**src/rtl/serial_subtractor_signed.sv**
```systemverilog
// Bit-serial two's-complement subtractor: Diff = A - B - Bin, one bit per clock, LSB first.
// Start/busy/done handshake; Diff, Bout and V are registered and update only at completion.
//
// state | meaning
// IDLE  | waiting for start; operands are captured on the accepting edge
// SHIFT | one difference bit per cycle, LSB first, for N cycles
// DONE  | done pulse cycle; its closing edge is also the first idle sample edge
module serial_subtractor_signed #(
  parameter int N = 16
) (
  input  logic         clk,
  input  logic         rst_n,
  input  logic         start,
  input  logic [N-1:0] A,
  input  logic [N-1:0] B,
  input  logic         Bin,
  output logic         busy,
  output logic         done,
  output logic [N-1:0] Diff,
  output logic         Bout,
  output logic         V
);

  localparam int CW = $clog2(N);

  typedef enum logic [1:0] {IDLE, SHIFT, DONE} state_t;

  state_t        state;
  logic [N-1:0]  a_sr;
  logic [N-1:0]  b_sr;
  logic [N-1:0]  w;
  logic          br;
  logic [CW-1:0] cnt;
  logic          d_bit;
  logic          br_nxt;

  always_comb begin
    d_bit  = a_sr[0] ^ b_sr[0] ^ br;
    br_nxt = (~a_sr[0] & b_sr[0]) | (~(a_sr[0] ^ b_sr[0]) & br);
  end

  always_ff @(posedge clk) begin
    if (!rst_n) begin
      state <= IDLE;
      a_sr  <= '0;
      b_sr  <= '0;
      w     <= '0;
      br    <= 1'b0;
      cnt   <= '0;
      busy  <= 1'b0;
      done  <= 1'b0;
      Diff  <= '0;
      Bout  <= 1'b0;
      V     <= 1'b0;
    end else begin
      done <= 1'b0;
      case (state)
        // The edge ending DONE counts as idle, so held start gives N+1 spacing.
        IDLE, DONE: begin
          if (start) begin
            a_sr  <= A;
            b_sr  <= B;
            br    <= Bin;
            cnt   <= '0;
            w     <= '0;
            busy  <= 1'b1;
            state <= SHIFT;
          end else begin
            state <= IDLE;
          end
        end
        SHIFT: begin
          a_sr <= a_sr >> 1;
          b_sr <= b_sr >> 1;
          br   <= br_nxt;
          w    <= {d_bit, w[N-1:1]};
          cnt  <= cnt + 1'b1;
          if (cnt == CW'(N - 1)) begin
            // br here is the borrow into the MSB; br_nxt the borrow out of it.
            Diff  <= {d_bit, w[N-1:1]};
            Bout  <= br_nxt;
            V     <= br ^ br_nxt;
            busy  <= 1'b0;
            done  <= 1'b1;
            state <= DONE;
          end
        end
        default: state <= IDLE;
      endcase
    end
  end

endmodule
```
**config.mk**
```make
export PLATFORM = sky130hd
export DESIGN_NAME = serial_subtractor_signed
export DESIGN_NICKNAME = d
export VERILOG_FILES = /design/src/rtl/serial_subtractor_signed.sv
export SDC_FILE = /design/constraint.sdc
export NUM_CORES = 1
export LEC_CHECK = 0
export CORE_MARGIN = 10
export CORE_UTILIZATION = 39
export DETAILED_ROUTE_END_ITERATION = 12
export GPL_ROUTABILITY_DRIVEN = 0
export PLACE_DENSITY = 0.73
export SLEW_MARGIN = 10
export SYNTH_ARGS = -nofsm -noshare
export SYNTH_HDL_FRONTEND = slang
export SYNTH_SLANG_ARGS = --single-unit
```
**constraint.sdc**
```tcl
create_clock -name clk -period 3.79 [get_ports clk]
set_clock_uncertainty 0.05 [all_clocks]
set_input_delay 0.379 -clock clk [delete_from_list [all_inputs] [get_ports clk]]
set_output_delay 0.379 -clock clk [all_outputs]
set_load 0.05 [all_outputs]
```
==> flow_summary_export.csv, run 1 <==
group,metric,value,unit
clock_network,hold_buffers,0,
logic_synthesis,muxShareOfSynthArea,0.00756,
logic_synthesis,syn_area_per_cell,9.32,um2
detailed_routing,dr.pass1.iters,5,
worst_hold_path,min_path_type,"flop to flop",
sta,fin_crit,2010,ps
power,powerDensity,461,nW/um2
layout,area_delta_synth_final,27.0,%
critical_path,crit_type,"input port to flop",
sta,period_share,0.531,
critical_path,critPathRequiredTime,4030,ps
detailed_routing,wirelength,6500,um
logic_synthesis,synthesis.area,2820,um2
logic_synthesis,synthXorXnorAreaFrac,0.00311,
global_routing,track_usage,0.113,
logic_synthesis,synth_top_family_by_area,"compound AO/OA/AOI/OAI gates",
layout,layout_common_cells,"dfxtp_1, clkdlybuf4s50_1, a21oi_1, nand3_1, a22oi_1",
logic_synthesis,seq_area_frac_synth,0.526,
global_routing,antenna_found_initial,0,
logic_synthesis,synth_area_leaders,"dfxtp_1, a21oi_1, nand3_1",
global_routing,gr-total-overflow,0,
layout,layout_commonest_cell,"dfxtp_1",
critical_path,r2r_cells,3,
power,finalPower,0.00165,W
detailed_routing,vias_per_cell,5.36,
logic_synthesis,yosysTopAreaCell,"dfxtp_1",
worst_hold_path,min_from,"a_sr[3]",
clock_network,cts_buffer_depth,2,
layout,antenna_cells,0,
layout,final_layout_size_suffix_gt1_frac,0.0754,
floorplanning,die_width,105,um
critical_path,rr_endpoint,"Diff[12]",
critical_path,crit_chain,"clkdlybuf4s50_1 > inv_2 > nor3_4 > a22o_1",
critical_path,critPathLaunchType,"input port",
clock_network,clk_pin_slew_worst_paths,80,ps
detailed_routing,drtIter0Drc,163,
critical_path,path_max_fanout,57,
placement,port_buffers,55,
global_routing,first_global_vias,2202,
worst_hold_path,worstHoldPathCells,2,
logic_synthesis,yosys.area_share.simple,0.149,
critical_path,cpMaxStageDelayCell,"nor3_4",
power,peakVddDrop,0.250,mV
clock_network,cts_tree,"built",
critical_path,crit_arrival,2250,ps
critical_path,r2r_setup_slack,1820,ps
floorplanning,dieArea,11000,um2
logic_synthesis,synth_cell_types,30,
placement,dpl.hpwl,4120,um
detailed_routing,drc,0,
critical_path,slowest_delay,690,ps
detailed_routing,num_vias,2363,
clock_network,cts.sinks,74,
critical_path,worst_setup_path_end_kind,"flop",
sta,tns,0,ps
sta,hold_viol,0,
power,p_leak,1.23,nW
run_status,status,"completed",
floorplanning,start_util,0.408,
sta,final_max_slew_viol_count,0,
sta,setup_violations,0,
clock_network,cts-htree-levels,3,
worst_hold_path,min_to,"a_sr[3]",
run,drv_cap,0,
sta,slew_headroom,0.319,
logic_synthesis,synth_seq_cells,74,
clock_network,numCtsBuffers,9,
layout,nets,378,
clock_network,cts_setup_buffers,0,
floorplanning,core,6910,um2
layout,fill_cells,660,
logic_synthesis,synth_cells,302,
global_routing,grt_start_max_net_pins,58,
floorplanning,pin_count,56,
floorplanning,fp.dieH,105,um
floorplanning,num_rows,30,
sta,hold_ws,421,ps
critical_path,rr_startpoint,"state[0]",
logic_synthesis,synth_fp_nets,340,
logic_synthesis,synth.top_cell.area_share,0.526,
sta,rsz0062_at_grt,"false",
detailed_routing,ant_nets,0,
sta,max_freq,497,MHz
sta,worst_pin_slew,1020,ps
logic_synthesis,ys_warn_count,0,
global_routing,grt_pass1_wl,10600,um
detailed_routing,detail_route.wl_per_cell,14.7,um
logic_synthesis,synth_compound_area_frac,0.244,
clock_network,ctsResizeCount,0,
clock_network,clock_latency,340,ps
clock_network,cts_root_buf,"clkbuf_8",
logic_synthesis,yosys.area_share.adder,0.0116,
logic make-up (layout without fill, tap and decap cells):
| kind of cell | after synthesis | after routing |
|---|---|---|
| buffers and inverters | 34 | 77 |
| muxes | 2 | 2 |
| and+or+nand+nor | 83 | 83 |
| DFF | 74 | 74 |
| xor gates and xnor gates | 1 | 1 |
| adders and majority gates | 2 | 2 |
| AOI/OAI and AO/OA | 106 | 106 |
per-stage QoR:
stage	cell area [um2]	cells	utilization	setup slack [ps]
6_report	3580	441	0.518	1780
5_1_grt	3580	441	0.518	1610
4_1_cts	3580	441	0.518	1770
3_5_place_dp	3360	425	0.486	1420
3_3_place_gp	3360	425	0.486	1450
2_1_floorplan	2820	302	-	2400
metal layers:
metal,wire length [um],global-route usage
met1,2920,0.139
met2,3110,0.173
met3,453,0.0473
met4,19,0.0412
met5,0,0
worst max-delay path, delay by kind of cell:
kind	cells	cell delay, ps
AOI/OAI and AO/OA	1	240
buffers and inverters	2	930
and+or+nand+nor	1	690
worst max path at each step:
stage,from,slack [ps],endpoint,cells past startpoint
global route,rst_n,1610,Diff[15],4
detailed placement,rst_n,1420,Diff[11],4
finish,rst_n,1780,Diff[12],4
CTS,busy,1770,busy,1
global placement,rst_n,1450,Diff[2],4
floorplan,cnt[0],2400,Bout,5
Yosys cell counts (all sizes together):
library cell / n
nand2: 18
a22oi: 31
mux2: 1
inv: 4
nor3: 2
mux2i: 1
dfxtp: 74
nor2: 1
o21ai: 2
buf: 20
a22o: 17
ha: 1
clkbuf: 10
and2b: 1
and3: 1
a21oi: 55
xnor2: 1
nand4: 1
fa: 1
nand3: 54
nor2b: 1
a211oi: 1
nand2b: 4
registers in the layout, summed over array words and instances, names as in the netlist:
register	flops
V	1
br	1
Diff	16
w	15
busy	1
cnt	4
b_sr	16
done	1
state	2
a_sr	16
Bout	1
power breakdown:
group          internal (W)  switching, W  total, W
logic             0.0000707     0.0000977  0.000168
clock network      0.000369      0.000286  0.000655
registers          0.000806     0.0000170  0.000823
area by class of cell:
class	instances	area (um2)	area share
Multi-Input combinational cell	194	1180	0.329
Sequential cell	74	1480	0.414
Timing Repair Buffer	57	566	0.158
Clock inverter	7	93.8	0.0262
Inverter	4	15.0	0.00420
Clock buffer	9	124	0.0346
Tap cell	96	120	0.0336
Power figures use the tool's default switching activity.
==> run 2, diff against run 1 <==
--- a/config.mk
+++ b/config.mk
@@ -9,7 +9,7 @@
 export CORE_UTILIZATION = 39
 export DETAILED_ROUTE_END_ITERATION = 12
 export GPL_ROUTABILITY_DRIVEN = 0
-export PLACE_DENSITY = 0.73
+export PLACE_DENSITY = 0.76
 export SLEW_MARGIN = 10
 export SYNTH_ARGS = -nofsm -noshare
 export SYNTH_HDL_FRONTEND = slang
==> constraint.sdc (replaced) <==
create_clock -name clk -period 1.8 [get_ports clk]
set_clock_uncertainty 0.05 [all_clocks]
set_input_delay 0.18 -clock clk [delete_from_list [all_inputs] [get_ports clk]]
set_output_delay 0.18 -clock clk [all_outputs]
set_load 0.05 [all_outputs]
==> flow_summary_export.csv, run 2 (synthesis results as in run 1) <==
group,metric,value,unit
layout,antenna_cells,0,
critical_path,crit_cells,1,
layout,multiInputGateArea,1180,um2
layout,fill_cells,631,
critical_path,path_delay_family,"buffers and inverters",
floorplanning,pin_count,56,
floorplanning,start_util,0.408,
critical_path,critPathLaunchType,"flop",
power,powerDensity,964,nW/um2
clock_network,cts-htree-levels,3,
power,peakVddDrop,0.579,mV
critical_path,path_max_fanout,2,
layout,final_cells,448,
global_routing,gr-total-overflow,0,
floorplanning,core,6910,um2
detailed_routing,num_vias,2404,
critical_path,crit_type,"flop to primary output",
global_routing,antenna_found_initial,0,
sta,final_max_slew_viol_count,0,
clock_network,hold_buffers,0,
placement,placed_cells,432,
clock_network,cts_tree,"built",
detailed_routing,detail_route.wl_per_cell,14.9,um
critical_path,r2r_setup_slack,230,ps
sta,hold_viol,0,
layout,seq_area,1480,um2
detailed_routing,dr.pass1.iters,5,
detailed_routing,ant_nets,0,
run_status,status,"completed",
layout,fin_util,0.533,
layout,nets,385,
critical_path,worst_setup_path_end_kind,"primary output",
sta,max_freq,572,MHz
layout,area_delta_synth_final,30.8,%
clock_network,cts.sinks,74,
clock_network,cts_root_buf,"clkbuf_8",
critical_path,critPathRequiredTime,1570,ps
floorplanning,fp.dieH,105,um
clock_network,numCtsBuffers,9,
critical_path,crit_chain,"clkdlybuf4s50_1",
clock_network,clock_latency,350,ps
sta,rsz0062_at_grt,"false",
sta,tns,0,ps
layout,largestRegisters,"Diff (16), a_sr (16), b_sr (16)",
detailed_routing,drc,0,
layout,final_layout_size_suffix_gt1_frac,0.0966,
floorplanning,dieArea,11000,um2
layout,layout_commonest_cell,"dfxtp_1",
critical_path,rr_endpoint,"busy",
worst_hold_path,min_path_type,"input port to flop",
global_routing,track_usage,0.120,
global_routing,first_global_vias,2389,
sta,worst_pin_slew,518,ps
floorplanning,die_width,105,um
critical_path,rr_startpoint,"cnt[0]",
floorplanning,num_rows,30,
placement,dpl.hpwl,4410,um
detailed_routing,drtIter0Drc,148,
sta,period_share,0.972,
detailed_routing,vias_per_cell,5.37,
critical_path,r2r_cells,4,
detailed_routing,wirelength,6690,um
run,drv_cap,0,
critical_path,cp-startpoint,"Diff[12]",
critical_path,slowest_delay,810,ps
power,finalPower,0.00355,W
critical_path,worst-path-buf-inv,1,
clock_network,cts_buffer_depth,2,
clock_network,clk_pin_slew_worst_paths,80,ps
placement,port_buffers,55,
critical_path,crit_arrival,1520,ps
sta,fin_crit,1750,ps
critical_path,crit_end,"Diff[12]",
sta,setup_violations,0,
global_routing,grt_pass1_wl,11200,um
critical_path,cpMaxStageDelayCell,"clkdlybuf4s50_1",
sta,slew_headroom,0.654,
layout,layout_common_cells,"dfxtp_1, a21oi_1, nand3_1, clkdlybuf4s50_1, a22oi_1",
power,p_leak,1.35,nW
global_routing,grt_start_max_net_pins,48,
## run 2: cell count changes in the layout (fill, tap and decap cells not counted), sizes merged
cell / delta
buf: +8
clkinvlp: -1
clkdlybuf4s50: -5
inv: +1
dlymetal6s2s: +4
## run 2: area by class of cell
cell class | instances | area share
Clock buffer | 9 | 0.0336
Clock inverter | 7 | 0.0279
Inverter | 4 | 0.00408
Multi-Input combinational cell | 194 | 0.319
Sequential cell | 74 | 0.402
Tap cell | 96 | 0.0326
Timing Repair Buffer | 64 | 0.180
## run 2: per-layer routing
| metal | global-route usage | vias to the layer above | part of all wire |
|---|---|---|---|
| met5 | 0 | - | 0 |
| met4 | 0.0382 | 0 | 0.0088 |
| met3 | 0.0584 | 6 | 0.071 |
| met2 | 0.189 | 65 | 0.50 |
| met1 | 0.141 | 1132 | 0.42 |
| li1 | - | 1201 | - |
## run 2: stage by stage
step / hold WS [ps] / area [um2] / setup slack [ps]
after global routing: 321 / 3680 / 0.912
after global placement: 404 / 3450 / 287
after detailed placement: 409 / 3450 / 245
after floorplan: 263 / 2820 / 406
final: 329 / 3680 / 50.4
after CTS: 325 / 3670 / 2.07
## run 2: repair_timing
item,4_1_cts,5_1_grt
endpoints found under the setup margin,0,4
buffers inserted,0,0
gates resized for setup,0,4
## run 2: power breakdown
| part | total, W | internal [W] | switching (W) |
|---|---|---|---|
| clock | 0.00144 | 0.000791 | 0.000644 |
| combinational | 0.000383 | 0.000172 | 0.000211 |
| sequential | 0.00173 | 0.00170 | 0.0000351 |
## run 2: worst min-delay path by stage
stage / start / to / slack, ps / cells past startpoint
finish: A[15] / a_sr[15] / 330 / 3
CTS: A[15] / a_sr[15] / 320 / 3
floorplan: rst_n / busy / 260 / 1
global route: B[15] / b_sr[15] / 320 / 3
detailed placement: a_sr[15] / a_sr[15] / 410 / 2
global placement: b_sr[12] / b_sr[12] / 400 / 2
## run 2: worst reg2reg max path: stages, from the launching register on
cell	delay, ps
dfxtp_1	340
ha_1	240
and3_1	240
a21oi_4	440
a22o_1	210
==> run 3, diff against run 2 <==
--- a/config.mk
+++ b/config.mk
@@ -10,6 +10,7 @@
 export DETAILED_ROUTE_END_ITERATION = 12
 export GPL_ROUTABILITY_DRIVEN = 0
 export PLACE_DENSITY = 0.76
+export SKIP_LAST_GASP = 1
 export SLEW_MARGIN = 10
 export SYNTH_ARGS = -nofsm -noshare
 export SYNTH_HDL_FRONTEND = slang
==> constraint.sdc (replaced) <==
create_clock -name clk -period 1.8 [get_ports clk]
set_clock_uncertainty 0.05 [all_clocks]
set_input_delay 0.54 -clock clk [delete_from_list [all_inputs] [get_ports clk]]
set_output_delay 0.54 -clock clk [all_outputs]
set_load 0.05 [all_outputs]
==> flow_summary_export.csv, run 3 (synthesis results as in run 1) <==
group,metric,value,unit
run_status,status,"completed",
clock_network,hold_buffers,0,
clock_network,ctsResizeCount,0,
critical_path,crit_type,"flop to flop",
sta,max_freq,633,MHz
detailed_routing,drc,0,
detailed_routing,wirelength,6730,um
sta,setup_violations,0,
critical_path,worst_setup_path_end_kind,"flop",
floorplanning,dieArea,11000,um2
layout,layout_commonest_cell,"dfxtp_1",
floorplanning,pin_count,56,
global_routing,antenna_found_initial,0,
detailed_routing,drtIter0Drc,118,
sta,final_max_slew_viol_count,0,
layout,final_layout_size_suffix_gt1_frac,0.160,
sta,fin_ws,220,ps
floorplanning,core,6910,um2
layout,area_delta_synth_final,38.4,%
sta,tns,0,ps
clock_network,clk_pin_slew_worst_paths,80,ps
sta,hold_viol,0,
critical_path,critPathLaunchType,"flop",
sta,rsz0062_at_grt,"false",
worst_hold_path,min_path_type,"flop to flop",
clock_network,cts.sinks,74,
placement,placed_cells,436,
power,peakVddDrop,0.430,mV
run,drv_cap,0,
placement,port_buffers,55,
layout,largestRegisters,"Diff (16), a_sr (16), b_sr (16)",
layout,antenna_cells,0,
sta,slew_headroom,0.684,
sta,period_share,0.878,
global_routing,first_global_vias,2358,
clock_network,cts_tree,"built",
sta,fin_crit,1580,ps
power,p_leak,1.39,nW
detailed_routing,num_vias,2458,
floorplanning,num_rows,30,
power,powerDensity,894,nW/um2
clock_network,cts-htree-levels,3,
global_routing,grt_start_max_net_pins,49,
critical_path,crit_arrival,1830,ps
sta,worst_pin_slew,473,ps
clock_network,clock_latency,350,ps
critical_path,path_max_fanout,17,
placement,preCtsSetupSlack,-50.7,ps
clock_network,cts_buffer_depth,2,
layout,layout_common_cells,"dfxtp_1, a21oi_1, nand3_1, clkdlybuf4s50_1, a22oi_1",
global_routing,gr-total-overflow,0,
detailed_routing,vias_per_cell,5.44,
layout,final_cells,452,
detailed_routing,dr.pass1.iters,4,
global_routing,grt_pass1_wl,11100,um
detailed_routing,ant_nets,0,
detailed_routing,detail_route.wl_per_cell,14.9,um
global_routing,track_usage,0.120,
layout,nets,389,
clock_network,cts_root_buf,"clkbuf_8",
layout,fin_util,0.564,
placement,dpl.hpwl,4480,um
critical_path,critPathRequiredTime,2040,ps
floorplanning,start_util,0.408,
floorplanning,fp.dieH,105,um
clock_network,cts_setup_buffers,0,
floorplanning,die_width,105,um
clock_network,numCtsBuffers,9,
[run 3: cell count changes in the layout (fill, tap and decap cells not counted), sizes merged, moves of 3 or more]
cell	previous run	this run
buf	10	33
clkdlybuf4s50	50	35
dlymetal6s2s	4	0
clkinv	3	0
inv	5	8
[run 3: worst max-delay path, cell delays in order, from the launching register on]
cell	delay (ps)
dfxtp_1	340
ha_1	240
and3_1	250
a21oi_4	440
a22o_1	200
[run 3: final timing paths]
path	from	end	slack (ps)	cells after the start
hold / removal	w[1]	Diff[0]	420	2
setup reg to reg	cnt[0]	Diff[1]	220	4
setup / recovery	cnt[0]	Diff[1]	220	4
hold reg to reg	w[1]	Diff[0]	420	2
[run 3: per-layer routing]
metal  wire length (um)  track usage  vias up
met5                  0            0        -
met4                100       0.0500        0
met3                493       0.0442        9
met2               3190        0.190       83
met1               2940        0.143     1168
li1                   -            -     1198
[run 3: layout make-up]
type,count,area [um2]
clock buffer,9,124
clock inverter,7,82.6
timing repair buffer,68,898
fill,595,3010
tap,96,120
multi-input combinational,194,1180
sequential,74,1480
inverter,4,15.0
[run 3: report_power, final]
group          total [W]  switching [W]  internal (W)
sequential       0.00173      0.0000367       0.00170
combinational   0.000399       0.000214      0.000185
clock            0.00135       0.000687      0.000664
[run 3: per-stage QoR]
stage	cell area (um2)	hold slack [ps]	power (W)
final	3900	416	0.00348
after global routing	3900	431	0.00360
after CTS	3900	420	0.00350
after detailed placement	3690	411	0.00217
after global placement	3690	401	0.00216
after floorplan	2820	394	0.00200
==> patch 1: new RTL, settings of run 2 <==
Add an input register stage for `start`, `A`, `B` and `Bin`; this delays them by one clock.
--- a/src/rtl/serial_subtractor_signed.sv
+++ b/src/rtl/serial_subtractor_signed.sv
@@ -24,6 +24,18 @@
   localparam int CW = $clog2(N);
 
   typedef enum logic [1:0] {IDLE, SHIFT, DONE} state_t;
+
+  logic start_q;
+  logic [N-1:0] A_q;
+  logic [N-1:0] B_q;
+  logic Bin_q;
+
+  always_ff @(posedge clk) begin
+    start_q <= start;
+    A_q     <= A;
+    B_q     <= B;
+    Bin_q   <= Bin;
+  end
 
   state_t        state;
   logic [N-1:0]  a_sr;
@@ -57,10 +69,10 @@
       case (state)
         // The edge ending DONE counts as idle, so held start gives N+1 spacing.
         IDLE, DONE: begin
-          if (start) begin
-            a_sr  <= A;
-            b_sr  <= B;
-            br    <= Bin;
+          if (start_q) begin
+            a_sr  <= A_q;
+            b_sr  <= B_q;
+            br    <= Bin_q;
             cnt   <= '0;
             w     <= '0;
             busy  <= 1'b1;
Formal check against the unedited RTL: not equivalent (Yosys sat finds a counterexample within 4 cycles, from zero or initial values and one cycle with rst_n low).
==> patch 1 against run 2 <==
Via count is 7.8% higher; global-route usage is 1.6 points lower; area after synthesis is 25% higher; final area rose by 18%; power is 20% higher; die area is 20% higher; utilization fell by 3.7 points; non-clock buffer count increased by 3; sequential cell count rose by 34; setup slack worse by 3.8 ps; cell count up 11%; wire length increased by 4.2%; synthesized cell count is 11% higher; highest routed layer unchanged.
==> patch 1: results (changes against run 2) <==
.. list-table::
   :header-rows: 1

   * - Metric
     - Value
   * - Maximum number of pins on one net before global-route repair
     - 42 (-13%)
   * - Asr flop ratio synth
     - 0% (unchanged)
   * - Cell types with the largest area share after synthesis
     - dfxtp_1 (61%), a21oi_1 (7.7%), nand3_1 (7.5%)
   * - Total wirelength of the detailed-routed design
     - 6970 um (+4.2%)
   * - Number of port buffers
     - 55 (unchanged)
   * - Xor-xnor portion of the synthesized cell area
     - 0.249% (-0.062 points)
   * - Number of DRC violations after detailed-routing iteration 0
     - 151 (+2.0%)
   * - Post-synthesis sequential area ratio
     - 61.5% (+8.8 points)
   * - Global-route wire length before repair
     - 11400 um (+1.1%)
   * - Setup Slack @ Placement
     - 176 ps (-69.2 ps)
   * - Max_slew headroom
     - 65.0% (-0.42 points)
   * - Critical path launch point
     - Diff[13]
   * - Insertion delay of the later-clocked pin in the worst-skew pair
     - 350 ps (about the same)
   * - Count of H-tree levels built during CTS
     - 3 (unchanged)
   * - Number of nets in the layout
     - 422 (+9.6%)
   * - Top_reg_cell synth
     - dfxtp_1
   * - Complex-gate fraction of the synthesized area
     - 19.5% (-4.9 points)
   * - Hold/Removal Path Class
     - input port to flop
   * - Largest delay contributor family on the critical path
     - buffers and inverters
   * - Area after DPL
     - 4150 um^2 (+20%)
   * - Wirelength per Cell
     - 14.0 um (-6.1%)
   * - Hold Violations, Final
     - 0 (unchanged)
   * - Yosys warning count
     - 0 (unchanged)
   * - Yosys cell types
     - 29 (-3.3%)
   * - Min-Delay Startpoint
     - B[10]
   * - Total Routing Usage GR
     - 10.4% (-1.6 points)
   * - Count of inserted antenna diode cells
     - 0 (unchanged)
   * - Average footprint of a synthesized cell
     - 10.5 um^2 (+12%)
   * - Final HPWL DP
     - 4760 um (+8.0%)
   * - CP max stage delay
     - 810 ps (about the same)
   * - Outcome
     - completed
   * - Leakage component of the power
     - 1.70 nW (+26%)
   * - Post-synth net total
     - 374 (+10%)
   * - Fillcell total
     - 805 (+28%)
   * - Post-CTS Setup Inserts
     - 0 (unchanged)
   * - Maximum buffer depth of the clock tree
     - 2 (unchanged)
   * - Top cells by count, synth
     - dfxtp_1 (108), a21oi_1 (54), nand3_1 (53)
   * - CP max FO
     - 2 (unchanged)
   * - Vias in the first global route
     - 2416 (+1.1%)
   * - Worst IR Drop VDD
     - 0.506 mV (-13%)
   * - Total via count after detailed routing
     - 2592 (+7.8%)
   * - Synth Area in Adders
     - 0.925% (-0.23 points)
   * - Library cell used as clock root buffer
     - clkbuf_8
   * - Fraction of synthesized area in multiplexers
     - 0.711% (-0.044 points)
   * - Post-placement cell count
     - 481 (+11%)
   * - Share of final-layout standard cells stronger than drive strength 1
     - 10.0% (+0.37 points)
-- patch 1: per-layer routing --
metal	vias up	GRT usage, %	part of all wire (%)
met4	0	5.45	1.7
met3	12	2.71	6.5
met2	67	15.8	45
met5	-	0	0
met1	1215	13.4	47
li1	1298	-	-
-- patch 1: layout make-up --
type	instances	area [um^2]	area share (%)
Multi-Input combinational cell	194	1190	27.5
Clock inverter	4	23.8	0.547
Sequential cell	108	2160	49.7
Inverter	4	22.5	0.518
Tap cell	108	135	3.11
Clock buffer	12	155	3.57
Timing Repair Buffer	67	653	15.0
-- patch 1: path summary, 6_finish.rpt --
path               to  slack, ps  cells past startpoint
min reg2reg  b_sr[15]        390                      2
min           B_q[10]        210                      1
max          Diff[13]         50                      1
max reg2reg      busy        240                      4
-- patch 1: power by group --
part           internal [mW]  total [mW]  switching (mW)  leakage [nW]
Sequential              2.49        2.54          0.0487         0.889
Clock                  0.576        1.33           0.752        0.0961
Combinational          0.172       0.377           0.205         0.717
Total                   3.24        4.24            1.01          1.70
==> patch 2: new RTL, config.mk and constraints of run 2 <==
Without the edit above. `N`: 16 -> 64.
--- a/src/rtl/serial_subtractor_signed.sv
+++ b/src/rtl/serial_subtractor_signed.sv
@@ -6,7 +6,7 @@
 // SHIFT | one difference bit per cycle, LSB first, for N cycles
 // DONE  | done pulse cycle; its closing edge is also the first idle sample edge
 module serial_subtractor_signed #(
-  parameter int N = 16
+  parameter int N = 64
 ) (
   input  logic         clk,
   input  logic         rst_n,
Ports: changed (resized A, B and Diff); port bits go from 56 to 200. The function was not compared with the original's and may differ.
==> patch 2 against run 2 <==
Non-clock buffer count grew 180; sequential share of layout area shrank 1.5 points; cell count grew to 3.8 times the old value; die area grew to 3.1 times the old value; wire length grew to 4.2 times the old value; area after synthesis grew to 3.7 times the old value; sequential cell count grew 194; fmax grew 3.5%; setup slack gained 60 ps; combinational power grew to 3.6 times the old value; power grew to 3.9 times the old value; final area grew to 3.8 times the old value; worst hold slack lost 220 ps; largest cell class unchanged.
==> patch 2: results (changes against run 2) <==
.. list-table::
   :header-rows: 1

   * - Metric
     - Value
   * - Outcome
     - completed
   * - Count of H-tree levels built during CTS
     - 1 (-2)
   * - Insertion delay of the later-clocked pin in the worst-skew pair
     - 530 ps (+180 ps)
   * - Cell types with the largest area share after synthesis
     - dfxtp_1 (51%), nand3_1 (9.5%), a21oi_1 (9.3%)
   * - Crit path max-delay cell type
     - dfxtp_1
   * - Wirelength per Cell
     - 16.5 um (+11%)
   * - Non-filler cells, final
     - 1711 (+280%)
   * - Final HPWL DP
     - 18700 um (+320%)
   * - Biggest regs
     - Diff (64), a_sr (64), b_sr (64)
   * - Xor-xnor portion of the synthesized cell area
     - 0.0837% (-0.23 points)
   * - Library cell used as clock root buffer
     - clkbuf_16
   * - Number of buffers inserted during clock tree synthesis
     - 28 (+19)
   * - Share of final-layout standard cells stronger than drive strength 1
     - 7.56% (-2.1 points)
   * - CP max stage delay
     - 370 ps (-440 ps)
   * - Number of DRC violations after detailed-routing iteration 0
     - 863 (+480%)
   * - Average footprint of a synthesized cell
     - 8.68 um^2 (-6.9%)
   * - Number of port buffers
     - 199 (+260%)
   * - Synth Area in Adders
     - 0.311% (-0.84 points)
   * - Data arrival time of the worst path
     - 2080 ps (+560 ps)
   * - CP max FO
     - 18 (+16)
   * - Total Routing Usage GR
     - 15.9% (+3.9 points)
   * - Vias in the first global route
     - 8863 (+270%)
   * - Number of antenna violations at the first check in global routing
     - 1 (+1)
   * - Worst IR Drop VDD
     - 0.566 mV (-2.3%)
   * - Setup Slack @ Placement
     - 72.5 ps (-172 ps)
   * - Max_slew headroom
     - 63.1% (-2.3 points)
   * - Maximum number of pins on one net before global-route repair
     - 139 (+190%)
   * - Fillcell total
     - 2374 (+280%)
   * - Maximum buffer depth of the clock tree
     - 3 (+1)
   * - Yosys cell types
     - 32 (+6.7%)
   * - Fraction of synthesized area in multiplexers
     - 6.52% (+5.8 points)
   * - Number of nets in the layout
     - 1489 (+290%)
   * - CTS clk-pin slew, worst paths
     - 60 ps (-20 ps)
   * - Leakage component of the power
     - 4.95 nW (+270%)
   * - Post-synth net total
     - 1339 (+290%)
   * - Top cells by count, synth
     - dfxtp_1 (268), nand2_1 (198), nand3_1 (198)
   * - Global-route wire length before repair
     - 45600 um (+310%)
   * - Complex-gate fraction of the synthesized area
     - 18.9% (-5.4 points)
   * - Post-synthesis sequential area ratio
     - 51.3% (-1.3 points)
   * - Area fraction of the dominant cell type after synthesis
     - 51.3% (-1.3 points)
   * - Vias/cell
     - 5.52 (+2.9%)
[patch 2: layout make-up]
type | count | area [um^2] | area share (%)
Antenna cell | 1 | 2.50 | 0.0181
Inverter | 2 | 12.5 | 0.0904
Tap cell | 335 | 419 | 3.03
Clock inverter | 10 | 130 | 0.940
Clock buffer | 40 | 857 | 6.19
Timing Repair Buffer | 244 | 2480 | 17.9
Sequential cell | 268 | 5370 | 38.8
Multi-Input combinational cell | 811 | 4570 | 33.0
[patch 2: worst paths after layout]
check / startpoint / end / slack, ps / cells after the start
setup / recovery: cnt[0] / Diff[30] / 110 / 6
hold / removal: rst_n / cnt[1] / 100 / 3
setup reg to reg: cnt[0] / Diff[30] / 110 / 6
hold reg to reg: Diff[48] / Diff[48] / 400 / 2
[patch 2: where the power goes]
group	switching (mW)	internal (mW)	leakage, nW	total, mW
clock network	2.31	3.72	0.487	6.03
logic	0.760	0.620	2.28	1.38
registers	0.116	6.15	2.18	6.26
total	3.19	10.5	4.95	13.7
[patch 2: cells by family after synthesis]
| family | count (synthesis) |
|---|---|
| xor gates and xnor gates | 1 |
| adders and majority gates | 2 |
| buffers and inverters | 126 |
| DFF | 268 |
| and+or+nand+nor | 411 |
| AOI/OAI and AO/OA | 329 |
| muxes | 68 |
[patch 2: timing repair]
action,4_1_cts,5_1_grt
endpoints found under the hold margin,0,0
endpoints found under the setup margin,67,63
resized for setup,67,3
[patch 2: layer usage]
layer	GRT usage [%]	wire length (um)	up-vias
met5	0	0	-
li1	-	-	4586
met4	4.72	624	0
met1	20.5	12200	4513
met3	3.16	1760	42
met2	26.4	13700	308
[patch 2: stage by stage]
step	area, um^2	total power, mW
after CTS	13800	13.8
final	13800	13.7
after floorplan	10500	7.14
after global routing	13800	14.2
after global placement	12900	7.74
after detailed placement	12900	7.77
